$ cat src/rtl/phi_clock_pkg.sv
// -----------------------------------------------------------------------------
// phi_clock_pkg
// Shared types and constants for the phi1/phi2 non-overlapping clock generator.
//   state_t          : sequencer states, visited S_PHI1 -> S_GAP1 -> S_PHI2 -> S_GAP2
//   PHI1_RST/PHI2_RST: phase levels forced while reset is asserted
//   RDY_RST          : reset level of the RDY synchronizer and of rdy_cpu
//   ph_cnt_width()   : phase-counter width for a given phase/dead-time setting
// -----------------------------------------------------------------------------
package phi_clock_pkg;

    typedef enum logic [1:0] {
        S_PHI1 = 2'd0,
        S_GAP1 = 2'd1,
        S_PHI2 = 2'd2,
        S_GAP2 = 2'd3
    } state_t;

    // Reset leaves phi1 high and phi2 low so the socket never sees both high.
    localparam logic PHI1_RST = 1'b1;
    localparam logic PHI2_RST = 1'b0;
    localparam logic RDY_RST  = 1'b1;

    // The phase counter must hold values up to max(PHASE_CYCLES, DEAD_CYCLES)-1.
    function automatic int ph_cnt_width(input int phase_cycles, input int dead_cycles);
        int span;
        span = (phase_cycles > dead_cycles) ? phase_cycles : dead_cycles;
        return (span < 2) ? 1 : $clog2(span);
    endfunction

endpackage

$ cat src/rtl/phi_clock_gen_sync2.sv
// -----------------------------------------------------------------------------
// sync2
// Two-flop synchronizer for a single asynchronous level.
//   clock     : destination clock
//   reset     : asynchronous, active-high; both flops load RESET_VAL
//   i_d       : asynchronous input level
//   o_q       : synchronized level, two clock edges behind i_d
// -----------------------------------------------------------------------------
module sync2
    import phi_clock_pkg::*;
#(
    parameter logic RESET_VAL = RDY_RST
) (
    input  logic clock,
    input  logic reset,
    input  logic i_d,
    output logic o_q
);

    logic r_meta;
    logic r_sync;

    always_ff @(posedge clock or posedge reset) begin
        if (reset) begin
            r_meta <= RESET_VAL;
            r_sync <= RESET_VAL;
        end else begin
            r_meta <= i_d;
            r_sync <= r_meta;
        end
    end

    assign o_q = r_sync;

endmodule

$ cat src/rtl/phi_clock_gen.sv
// -----------------------------------------------------------------------------
// phi_clock_gen
// Non-overlapping phi1/phi2 clock pair for the 6509 socket, derived from one
// fast master clock, with phi1 stretch/halt, phi1-aligned RDY and edge strobes.
//   clock       : master clock, all state updates on the rising edge
//   reset       : asynchronous, active-high
//   enable      : 0 freezes the sequencer, counter and rdy_cpu
//   stretch     : extend phi1-high while 1 at the last phi1 count
//   halt        : freeze in phi1-high while 1 at the last phi1 count
//   rdy_in      : asynchronous external RDY
//   phi1, phi2  : phase clocks (registered, never both high)
//   phi2_rise   : 1 in the first phi2-high cycle
//   phi2_fall   : 1 in the first cycle after phi2 drops
//   rdy_cpu     : synchronized RDY, updated only on entry to phi1-high
//   cycle_count : completed phi2 phases, wraps modulo 2^CNT_W
// -----------------------------------------------------------------------------
module phi_clock_gen
    import phi_clock_pkg::*;
#(
    parameter int PHASE_CYCLES = 8,
    parameter int DEAD_CYCLES  = 1,
    parameter int CNT_W        = 16
) (
    input  logic             clock,
    input  logic             reset,
    input  logic             enable,
    input  logic             stretch,
    input  logic             halt,
    input  logic             rdy_in,
    output logic             phi1,
    output logic             phi2,
    output logic             phi2_rise,
    output logic             phi2_fall,
    output logic             rdy_cpu,
    output logic [CNT_W-1:0] cycle_count
);

    localparam int             PH_W       = ph_cnt_width(PHASE_CYCLES, DEAD_CYCLES);
    localparam logic [PH_W-1:0] PHASE_LAST = PH_W'(PHASE_CYCLES - 1);
    localparam logic [PH_W-1:0] DEAD_LAST  = PH_W'((DEAD_CYCLES > 0) ? DEAD_CYCLES - 1 : 0);
    localparam logic [PH_W-1:0] PH_ONE     = PH_W'(1);
    localparam logic [CNT_W-1:0] CNT_ONE   = CNT_W'(1);
    // With no dead time the gap states are never entered.
    localparam bit              HAS_GAP    = (DEAD_CYCLES > 0);

    state_t            r_state;
    state_t            w_state_next;
    logic [PH_W-1:0]   r_cnt;
    logic [PH_W-1:0]   w_cnt_next;
    logic              w_rdy_sync;
    logic              w_enter_phi1;
    logic              w_rise_next;
    logic              w_fall_next;

    logic              r_phi1;
    logic              r_phi2;
    logic              r_phi2_rise;
    logic              r_phi2_fall;
    logic              r_rdy_cpu;
    logic [CNT_W-1:0]  r_cycle_count;

    sync2 #(
        .RESET_VAL (RDY_RST)
    ) u_rdy_sync (
        .clock (clock),
        .reset (reset),
        .i_d   (rdy_in),
        .o_q   (w_rdy_sync)
    );

    // Next-state and next-count logic. With enable low both hold, which also
    // suppresses every transition-derived strobe below.
    always_comb begin
        // NOTE: defaults first so every path assigns both signals and no latch is inferred.
        w_state_next = r_state;
        w_cnt_next   = r_cnt;
        if (enable) begin
            unique case (r_state)
                S_PHI1: begin
                    if (r_cnt != PHASE_LAST) begin
                        w_cnt_next = r_cnt + PH_ONE;
                    end else if (!(stretch || halt)) begin
                        // At the last count, a pending stretch or halt holds
                        // phi1 high with the counter parked at its final value.
                        w_state_next = HAS_GAP ? S_GAP1 : S_PHI2;
                        w_cnt_next   = '0;
                    end
                end
                S_GAP1: begin
                    if (r_cnt != DEAD_LAST) begin
                        w_cnt_next = r_cnt + PH_ONE;
                    end else begin
                        w_state_next = S_PHI2;
                        w_cnt_next   = '0;
                    end
                end
                S_PHI2: begin
                    if (r_cnt != PHASE_LAST) begin
                        w_cnt_next = r_cnt + PH_ONE;
                    end else begin
                        w_state_next = HAS_GAP ? S_GAP2 : S_PHI1;
                        w_cnt_next   = '0;
                    end
                end
                S_GAP2: begin
                    if (r_cnt != DEAD_LAST) begin
                        w_cnt_next = r_cnt + PH_ONE;
                    end else begin
                        w_state_next = S_PHI1;
                        w_cnt_next   = '0;
                    end
                end
                default: begin
                    w_state_next = S_PHI1;
                    w_cnt_next   = '0;
                end
            endcase
        end
    end

    assign w_enter_phi1 = (w_state_next == S_PHI1) && (r_state != S_PHI1);
    assign w_rise_next  = (w_state_next == S_PHI2) && (r_state != S_PHI2);
    assign w_fall_next  = (r_state == S_PHI2) && (w_state_next != S_PHI2);

    // Outputs are registered from the next state so each output flop changes
    // on the same edge as the state it reflects.
    always_ff @(posedge clock or posedge reset) begin
        if (reset) begin
            r_state       <= S_PHI1;
            r_cnt         <= '0;
            r_phi1        <= PHI1_RST;
            r_phi2        <= PHI2_RST;
            r_phi2_rise   <= 1'b0;
            r_phi2_fall   <= 1'b0;
            r_rdy_cpu     <= RDY_RST;
            r_cycle_count <= '0;
        end else begin
            // NOTE: non-blocking assignments so every flop samples pre-edge values.
            r_state     <= w_state_next;
            r_cnt       <= w_cnt_next;
            r_phi1      <= (w_state_next == S_PHI1);
            r_phi2      <= (w_state_next == S_PHI2);
            r_phi2_rise <= w_rise_next;
            r_phi2_fall <= w_fall_next;
            // RDY only moves at phi1-high entry, so it is stable across phi2.
            if (w_enter_phi1) begin
                r_rdy_cpu <= w_rdy_sync;
            end
            if (w_fall_next) begin
                r_cycle_count <= r_cycle_count + CNT_ONE;
            end
        end
    end

    assign phi1        = r_phi1;
    assign phi2        = r_phi2;
    assign phi2_rise   = r_phi2_rise;
    assign phi2_fall   = r_phi2_fall;
    assign rdy_cpu     = r_rdy_cpu;
    assign cycle_count = r_cycle_count;

endmodule
$ cat config.mk
export PLATFORM = sky130hd
export DESIGN_NAME = phi_clock_gen
export DESIGN_NICKNAME = d
export VERILOG_FILES = /design/src/rtl/phi_clock_pkg.sv /design/src/rtl/phi_clock_gen_sync2.sv /design/src/rtl/phi_clock_gen.sv
export SDC_FILE = /design/constraint.sdc
export NUM_CORES = 1
export LEC_CHECK = 0
export ABC_AREA = 0
export CAP_MARGIN = 0
export CORE_MARGIN = 2
export CORE_UTILIZATION = 45
export DETAILED_ROUTE_END_ITERATION = 8
export PLACE_DENSITY = 0.77
export SETUP_SLACK_MARGIN = 0.3
export SLEW_MARGIN = 40
export SYNTH_ARGS = -nofsm -noshare
export SYNTH_HDL_FRONTEND = slang
export SYNTH_SLANG_ARGS = --single-unit
export TNS_END_PERCENT = 20
$ cat constraint.sdc
create_clock -name clock -period 1.9 [get_ports clock]
set_input_delay 0.38 -clock clock [delete_from_list [all_inputs] [get_ports clock]]
set_output_delay 0.38 -clock clock [all_outputs]
set_load 0.05 [all_outputs]
* Word-level counts from Yosys, hierarchy flattened
Cells that the tools add are included.
** Word-level totals
- Bits in registers :: 28
- Output and inout port bits :: 21
- Logic and storage cells :: 42
** Operators by class
- Add/subtract/negate cells :: 2
- Equal/unequal tests :: 8
- Multiplexer cells :: 12
- Reductions and logical operators :: 10
** Operators by type and width (number)
- $add 16x1->16 const B :: 1
- $mux 2 :: 6
- $mux 3 :: 4
- $pmux 3 s3 :: 1
- $pmux 2 s4 :: 1
- $eq 2x2->1 const B :: 3
- $ne 3x3->1 const B :: 2
- $logic_not 2->1 :: 2
- $ne 2x2->1 const B :: 2
- $add 3x1->3 const B :: 1
- $logic_and 1x1->1 :: 3
- $reduce_bool 3->1 :: 1
- $eq 2x1->1 const B :: 1
- $reduce_and 2->1 :: 1
- $reduce_bool 2->1 :: 1
- $reduce_or 2->1 :: 1
- $logic_or 1x1->1 :: 1

* Logic depth before layout (Yosys ltp)
Gate-level depths: netlist of run 1.
- Word-level depth :: 7
- Depth in mapped cells :: 7
- Mapped depth without buffers :: 7

* Hierarchy
A second synthesis of run 1 with hierarchy kept.
** Second synthesis, totals
- Cell total of the unflattened synthesis :: 110
- Area total of the unflattened synthesis :: 1246.2 sq um
** By module, submodules not included
- phi_clock_gen :: times used 1, cells an instance 107, area an instance 1189.9 sq um
- sync2 :: times used 1, cells an instance 3, area an instance 56.3 sq um

* Worst setup path after synthesis of run 1
Ideal clock, no wire load.
- Kind :: register -> register
- Start :: register r_cycle_count[0], in the netlist cycle_count[0]
- End :: register r_cycle_count[12], in the netlist cycle_count[12]
- Library setup time :: 0.142 ns
- Arrival :: 1.567 ns
- Required time :: 1.758 ns
- Slack :: 0.192 ns
- Stages on the path, launching flop included :: 6
- Clock period less this slack :: 1.708 ns
- Cells stage by stage :: dfrtp_1 > ha_1 > nand2_1 > nor4_1 > nand2_1 > xnor2_1
** On the way
- Word-level cells in the longest chain between the ends :: 1
** RTL lines
- from (decl) :: RTL line phi_clock_gen.sv:60 : logic [CNT_W-1:0] r_cycle_count;
- from (signal assigned) :: RTL line phi_clock_gen.sv:150 : r_cycle_count <= r_cycle_count + CNT_ONE;
- $add 16x1->16 :: RTL line phi_clock_gen.sv:150
No other way between the ends.
A chain may end at the register's enable or synchronous reset.

* Worst setup path after layout of run 1
- Start :: register r_cnt[0]
- End :: register r_cycle_count[5], in the netlist cycle_count[5]
** On the way
- Word-level cells in the longest chain between the ends :: 6
- Elaborated cells on any way between the ends :: 10
- Those cells by class :: 2 x eq/ne; 6 x mux; 2 x reduce/logical
** RTL lines
- from (decl) :: RTL line phi_clock_gen.sv:48 : logic [PH_W-1:0] r_cnt;
- from (signal assigned) :: RTL line phi_clock_gen.sv:140 : r_cnt <= w_cnt_next;
- $ne 3x3->1 or $reduce_bool 3->1 (tied branches)
- $mux 2 (on tied branches)
- $pmux 2 s4 * :: RTL line phi_clock_gen.sv:78 : unique case (r_state)
- $mux 2 * :: RTL line phi_clock_gen.sv:77 : if (enable) begin
- $ne 2x2->1 * :: RTL line phi_clock_gen.sv:123 : assign w_fall_next = (r_state == S_PHI2) && (w_state_next != S_PHI2);
- $logic_and 1x1->1 * :: RTL line phi_clock_gen.sv:123
Mark *: on every way between the ends. The rest lies on a longest branch, timed or not.

==> reports/results.ini, run 1 <==
[status]
status = finished, final reports clean

[power_and_ir_drop]
vdd_drop_max_uv = 851.5
fin_total_pwr_w = 0.001825
leakagePower_nw = 0.8408
power.share.clock_pct = 21.0
combPwrFrac_pct = 32.9
seqPwrFrac_pct = 46.1
power.density_nw_per_um2 = 1120
internal_power_w = 0.001175
swShare_pct = 35.59
p_switching_w = 0.0006496

[synthesis]
synthDistinctLibCells = 28
synth_cells = 104
avgSynthCellArea_sq_um = 11.98
async_flop_share_pct = 100.0
synth.net_count = 114
synthFlopType = dfrtp_1
yosys_warnings = 0
ys_seq_elements = 28
seq_area_frac_synth_pct = 56.63
synth_edf_count = 0
syn-cell-area_sq_um = 1246

[finish]
nets = 147
fin_cells = 167
drive_gt1_share_pct = 38.24
n_antenna_cell = 0
areaGrowthSynthToFinish_pct = 30.72
final_area_sq_um = 1629

[worst_setup_path]
critical_path_class = reg2reg
cp.required_ns = 2.16
path_max_fanout = 5
worstSetupStartpointType = flop
reg2reg_to = cycle_count[5]$_DFFE_PP0P_
crit_arrival_ns = 1.92
reg2reg_depth = 7
cp-end-kind = flop
rr_startpoint = r_cnt[0]$_DFFE_PP0P_
r2r_slack_ns = 0.24

[min_path]
whs_path_depth = 0
hp-class = reg2reg
hold_start = u_rdy_sync.r_meta$_DFF_PP1_
min_to = u_rdy_sync.o_q$_DFF_PP1_

[die]
die_h_um = 56.63
rows = 19
start_util_pct = 46.39
die-area_sq_um = 3206
io_pins = 27
die_x_um = 56.63
core_area_sq_um = 2686

[clock_network]
clk_pin_slew_ns = 0.15
insertion_delay_ns = 0.32
cts_setup_buffers = 0
numCtsBuffers = 3
htreeDepth = 1
clock_sinks = 28
cts_tree = yes
cts_root_buf = clkbuf_4
cts_hold_buf = 0
clk_path_buf_depth = 2

[route]
drcViolationCount = 0
vias_per_cell = 5.102
first_pass_iters = 4
drt_iter0_drc = 20
final_antenna_net_count = 0
via_count = 852
routedWlPerCell_um = 13.33
routed_wl_um = 2226

[global_route]
grt_pass1_vias = 893
globalRouteTotalUtil_pct = 15.55
grt_pass1_wl_um = 3877
gr-total-overflow = 0
grt_max_degree = 29
antenna_found_initial = 0

[sta]
setup_viol = 0
fin_worst_skew_ns = 0.003542
worst_slew_pin_slew_ns = 0.5001
relSlewSlack_pct = 66.60
min_period_ns = 1.658
drv_slew = 0
whs_ns = 0.3669
rsz0062_at_grt = yes
max_freq_mhz = 603.1
finalSetupTns_ns = 0
min_period_over_period_pct = 87.27
finalHoldViolCount = 0

[placed_design]
dp_cells = 163
dpl_cell_area_sq_um = 1521
port_buffers = 26
place_hpwl_um = 1652
finalWeightedCongestion = 0.7681

[job]
drv_cap = 0

routing by layer:
metal / wire, um / global-route usage (%) / share of wire, % / vias to the layer above
met5: 0 / 0 / 0 / -
met4: 31 / 7.143 / 1.4 / 0
met3: 86 / 3.226 / 3.9 / 4
met2: 1105 / 26.25 / 50 / 21
met1: 1002 / 18.95 / 45 / 411
li1: - / - / - / 416
sequential cells by signal, summed over array words and instances, names as in the netlist:
register and cells:
cycle_count 16, r_cnt 3, r_state 2, phi1 1, phi2 1, phi2_fall 1, phi2_rise 1, rdy_cpu 1
u_rdy_sync.o_q 1, u_rdy_sync.r_meta 1
timing repair:
action,in CTS,in global routing
pin swaps,0,3
gates resized for setup,2,10
cloned,0,0
endpoints found under the setup margin,13,18
cells by family after synthesis:
family	after synthesis	synth area share (%)
XOR/XNOR	16	11.24
buffers and inverters	8	3.614
multiplexers	2	1.807
flip-flops	28	56.63
AND/OR/NAND/NOR	37	17.57
AO/OA/AOI/OAI	9	5.120
adder cells (fa/ha/maj)	4	4.016
critical path, stage by stage (launching register included):
cell and delay, ns:
dfrtp_1 0.45, ha_4 0.17, ha_4 0.14, nand4b_4 0.17, buf_4 0.20, nor2_1 0.15, and3_1 0.19, xor2_1 0.13
cell type report:
type,count,area [sq um]
flip-flops and latches,28,720.7
fillers,216,1057
inverters,6,22.52
clock buffers,3,22.52
well taps,31,38.79
clock inverters,1,30.03
repair buffers,30,245.2
multi-input cells,68,549.3
power groups by stage:
| stage | combinational [W] | sequential, W | clock (W) |
|---|---|---|---|
| 3_3_place_gp | 0.000545 | 0.000822 | 0 |
| 6_report | 0.000601 | 0.000841 | 0.000384 |
| 4_1_cts | 0.000567 | 0.000819 | 0.000398 |
| 2_1_floorplan | 0.000286 | 0.000966 | 0 |
| 5_1_grt | 0.000664 | 0.000862 | 0.000416 |
| 3_5_place_dp | 0.000573 | 0.000832 | 0 |
cells in the mapped netlist (2+ instances only):
cell type	count	area [sq um]
dfrtp_1	24	600.6
dfstp_2	4	105.1
inv_1	6	22.52
nor2_1	6	22.52
mux2_2	2	22.52
nand3_1	7	35.03
xnor2_1	10	87.58
ha_1	4	50.05
nand2_1	10	37.54
buf_6	2	22.52
nor3_1	2	10.01
and3_1	4	25.02
nor2b_1	2	12.51
xor2_1	6	52.55
a31oi_1	2	12.51
cell usage in the layout, fill, tap and decap left out, types with 2 or more instances in the layout:
master and instances:
a31oi_1 2, and3_1 4, buf_4 22, clkbuf_4 3
clkdlybuf4s50_1 5, dfrtp_1 12, dfrtp_2 12, dfstp_2 4
dlygate4sd2_1 2, ha_1 2, ha_4 2, inv_1 6
mux2_2 2, nand2_1 10, nand3_1 7, nor2_1 6
nor2b_1 2, nor3_1 2, nor4_4 2, xnor2_1 10
xor2_1 6
stage by stage:
step | util, % | setup slack, ns
final | 60.64 | 0.2419
after global routing | 60.64 | 0.1413
after CTS | 58.50 | 0.03548
after detailed placement | 56.64 | 0.05765
after global placement | 56.64 | 0.07689
after floorplan | - | 0.3004
worst max-delay path by stage:
stage               slack [ns]                     endpoint  cells after the start                 start
floorplan                 0.30  cycle_count[12]$_DFFE_PP0P_                      6  r_cnt[0]$_DFFE_PP0P_
global placement          0.08         r_cnt[1]$_DFFE_PP0P_                      4                  halt
detailed placement        0.06  cycle_count[14]$_DFFE_PP0P_                      5                enable
CTS                       0.04                    phi2_rise                      1   phi2_rise$_DFF_PP0_
global route              0.14          rdy_cpu$_DFFE_PP1P_                      6  r_cnt[0]$_DFFE_PP0P_
finish                    0.24   cycle_count[5]$_DFFE_PP0P_                      7  r_cnt[0]$_DFFE_PP0P_
Note: power is estimated with default switching activity, not from simulation.
==> run 2, diff against run 1 <==
Settings changed: GPL_TIMING_DRIVEN from default to 0.
==> run 2 against run 1 <==
Final area rose by 1.8%. Hold slack lost 0.032 ns. Sequential share of layout area fell by 0.88 points. Largest power group unchanged. Largest cell class unchanged. Sequential cell count unchanged. Combinational power increased by 7.0%. Clock power shrank 27%. Critical endpoint is now rdy_cpu. Power down 4.5%. Highest routed layer unchanged.
==> reports/results.ini, run 2 (same netlist as run 1, synthesis figures left out) <==
[global_route]
grt_pass1_vias = 902  ; +1.0%
grt_max_degree = 29  ; unchanged
gr-total-overflow = 0  ; unchanged
globalRouteTotalUtil_pct = 14.89  ; -0.66 points
antenna_found_initial = 0  ; unchanged
grt_pass1_wl_um = 3822  ; -1.4%

[sta]
max_freq_mhz = 566.2  ; -6.1%
setup_viol = 0  ; unchanged
min_period_ns = 1.766  ; +0.1080 ns
worst_slew_pin_slew_ns = 0.5665  ; +0.06640 ns
min_period_over_period_pct = 92.95  ; +5.7 points
finalSetupTns_ns = 0  ; unchanged
fin_worst_skew_ns = 0.002875  ; -0.0006672 ns
drv_slew = 0  ; unchanged
finalHoldViolCount = 0  ; unchanged
rsz0062_at_grt = yes
relSlewSlack_pct = 62.18  ; -4.4 points
fin_ws_ns = 0.1339  ; -0.1080 ns

[die]
die-area_sq_um = 3206  ; unchanged
start_util_pct = 46.39  ; unchanged
io_pins = 27  ; unchanged
core_area_sq_um = 2686  ; unchanged
rows = 19  ; unchanged
die_h_um = 56.63  ; unchanged
die_x_um = 56.63  ; unchanged

[clock_network]
cts_tree = yes
numCtsBuffers = 3  ; unchanged
clock_sinks = 28  ; unchanged
cts_root_buf = clkbuf_4
clk_pin_slew_ns = 0.14  ; about the same
clk_path_buf_depth = 2  ; unchanged
insertion_delay_ns = 0.32  ; about the same
htreeDepth = 1  ; unchanged

[worst_setup_path]
path_max_fanout = 2  ; -3
max_stage_delay_ns = 0.55  ; +0.10 ns
rr_startpoint = r_cnt[1]$_DFFE_PP0P_
cp.required_ns = 1.52  ; -0.64 ns
cpMaxStageDelayCell = dfstp_2
r2r_slack_ns = 0.29  ; +0.05 ns
cp-end-kind = output pin
crit_arrival_ns = 1.39  ; -0.53 ns
crit_chain = dlygate4sd2_1
reg2reg_depth = 7  ; unchanged
critical_path_class = reg2out
cpLargestDelayFamily = flip-flops
path_buf_inv = 1  ; unchanged
worstSetupStartpointType = flop
reg2reg_to = rdy_cpu$_DFFE_PP1P_

[placed_design]
finalWeightedCongestion = 0.7268  ; -5.4%
post-place-ws_ns = 0.04636  ; -0.01129 ns
dpl_cell_area_sq_um = 1549  ; +1.8%
port_buffers = 25  ; -3.8%
place_hpwl_um = 1571  ; -4.9%

[finish]
largest_register_ffs = 16  ; unchanged
final_area_sq_um = 1659  ; +1.8%
n_antenna_cell = 0  ; unchanged
areaGrowthSynthToFinish_pct = 33.13
nets = 147  ; unchanged
drive_gt1_share_pct = 31.62  ; -6.6 points
final_common_cell = dlygate4sd2_1
final_cell_mix = 14 x dlygate4sd2_1, 13 x dfrtp_1, 11 x dfrtp_2, 10 x nand2_1, 10 x xnor2_1

[route]
wl_met3_um = 118  ; +37%
final_antenna_net_count = 0  ; unchanged
drt_iter0_drc = 18  ; -10%
vias_per_cell = 5.132  ; +0.59%
first_pass_iters = 4  ; unchanged
drcViolationCount = 0  ; unchanged
routedWlPerCell_um = 13.59  ; +2.0%
top_layer = met4
wl_met1_um = 990  ; -1.2%
wl_met2_um = 1135  ; +2.7%
via_count = 857  ; +0.59%
routed_wl_um = 2270  ; +2.0%

[power_and_ir_drop]
vdd_drop_max_uv = 875.6  ; +2.8%
power.density_nw_per_um2 = 1051  ; -6.2%
leakagePower_nw = 0.8691  ; +3.4%

[min_path]
hp-class = in2reg
whs_path_depth = 2  ; +2
hold_start = enable
min_to = r_cnt[0]$_DFFE_PP0P_

[job]
drv_cap = 0  ; unchanged

[status]
status = finished, final reports clean

[run 2: changes by cell type in the layout (fill, tap and decap cells not counted), moves of 2 or more]
cell	before	now
buf_6	0	2
clkdlybuf4s15_2	0	4
buf_4	22	3
dlygate4sd2_1	2	14
inv_1	6	4
inv_2	0	2
[run 2: repair_timing]
action,in CTS,in global routing
hold buffers,0,0
pin swaps,0,5
gates resized for setup,32,12
buffers inserted,0,3
setup endpoints to repair,31,32
[run 2: power breakdown]
part | total (W) | internal [W] | switching [W]
logic | 0.000643 | 0.000260 | 0.000383
registers | 0.000819 | 0.000717 | 0.000102
clock network | 0.000281 | 0.000117 | 0.000164
[run 2: per-layer routing]
metal / GRT usage, % / up-vias
li1: - / 418
met5: 0 / -
met2: 24.92 / 21
met3: 3.687 / 4
met4: 5.442 / 0
met1: 18.58 / 414
[run 2: how the worst max path moves through the flow]
stage | startpoint | to | slack, ns | cells past startpoint
finish | rdy_cpu$_DFFE_PP1P_ | rdy_cpu | 0.13 | 1
global route | rdy_cpu$_DFFE_PP1P_ | rdy_cpu | 0.08 | 1
CTS | phi2_fall$_DFF_PP0_ | phi2_fall | 0.03 | 1
detailed placement | r_cnt[0]$_DFFE_PP0P_ | cycle_count[14]$_DFFE_PP0P_ | 0.05 | 6
global placement | halt | r_cnt[1]$_DFFE_PP0P_ | 0.08 | 4
floorplan | r_cnt[0]$_DFFE_PP0P_ | cycle_count[12]$_DFFE_PP0P_ | 0.30 | 6
[run 2: stage by stage]
stage	total power [W]	std cells	hold slack (ns)	utilization, %
after detailed placement	0.001426	160	0.3507	57.66
after floorplan	0.001252	104	0.3452	-
final	0.001743	167	0.3350	61.76
after global placement	0.001394	160	0.3468	57.66
after global routing	0.001843	167	0.3188	61.76
after CTS	0.001674	164	0.3133	58.59
[run 2: area by class of cell]
type,instances,area [sq um]
buffer,2,22.52
clock buffer,4,36.28
fill,233,1027
inverter,6,22.52
multi-input combinational,68,559.3
sequential,28,719.4
tap,31,38.79
timing repair buffer,28,260.3
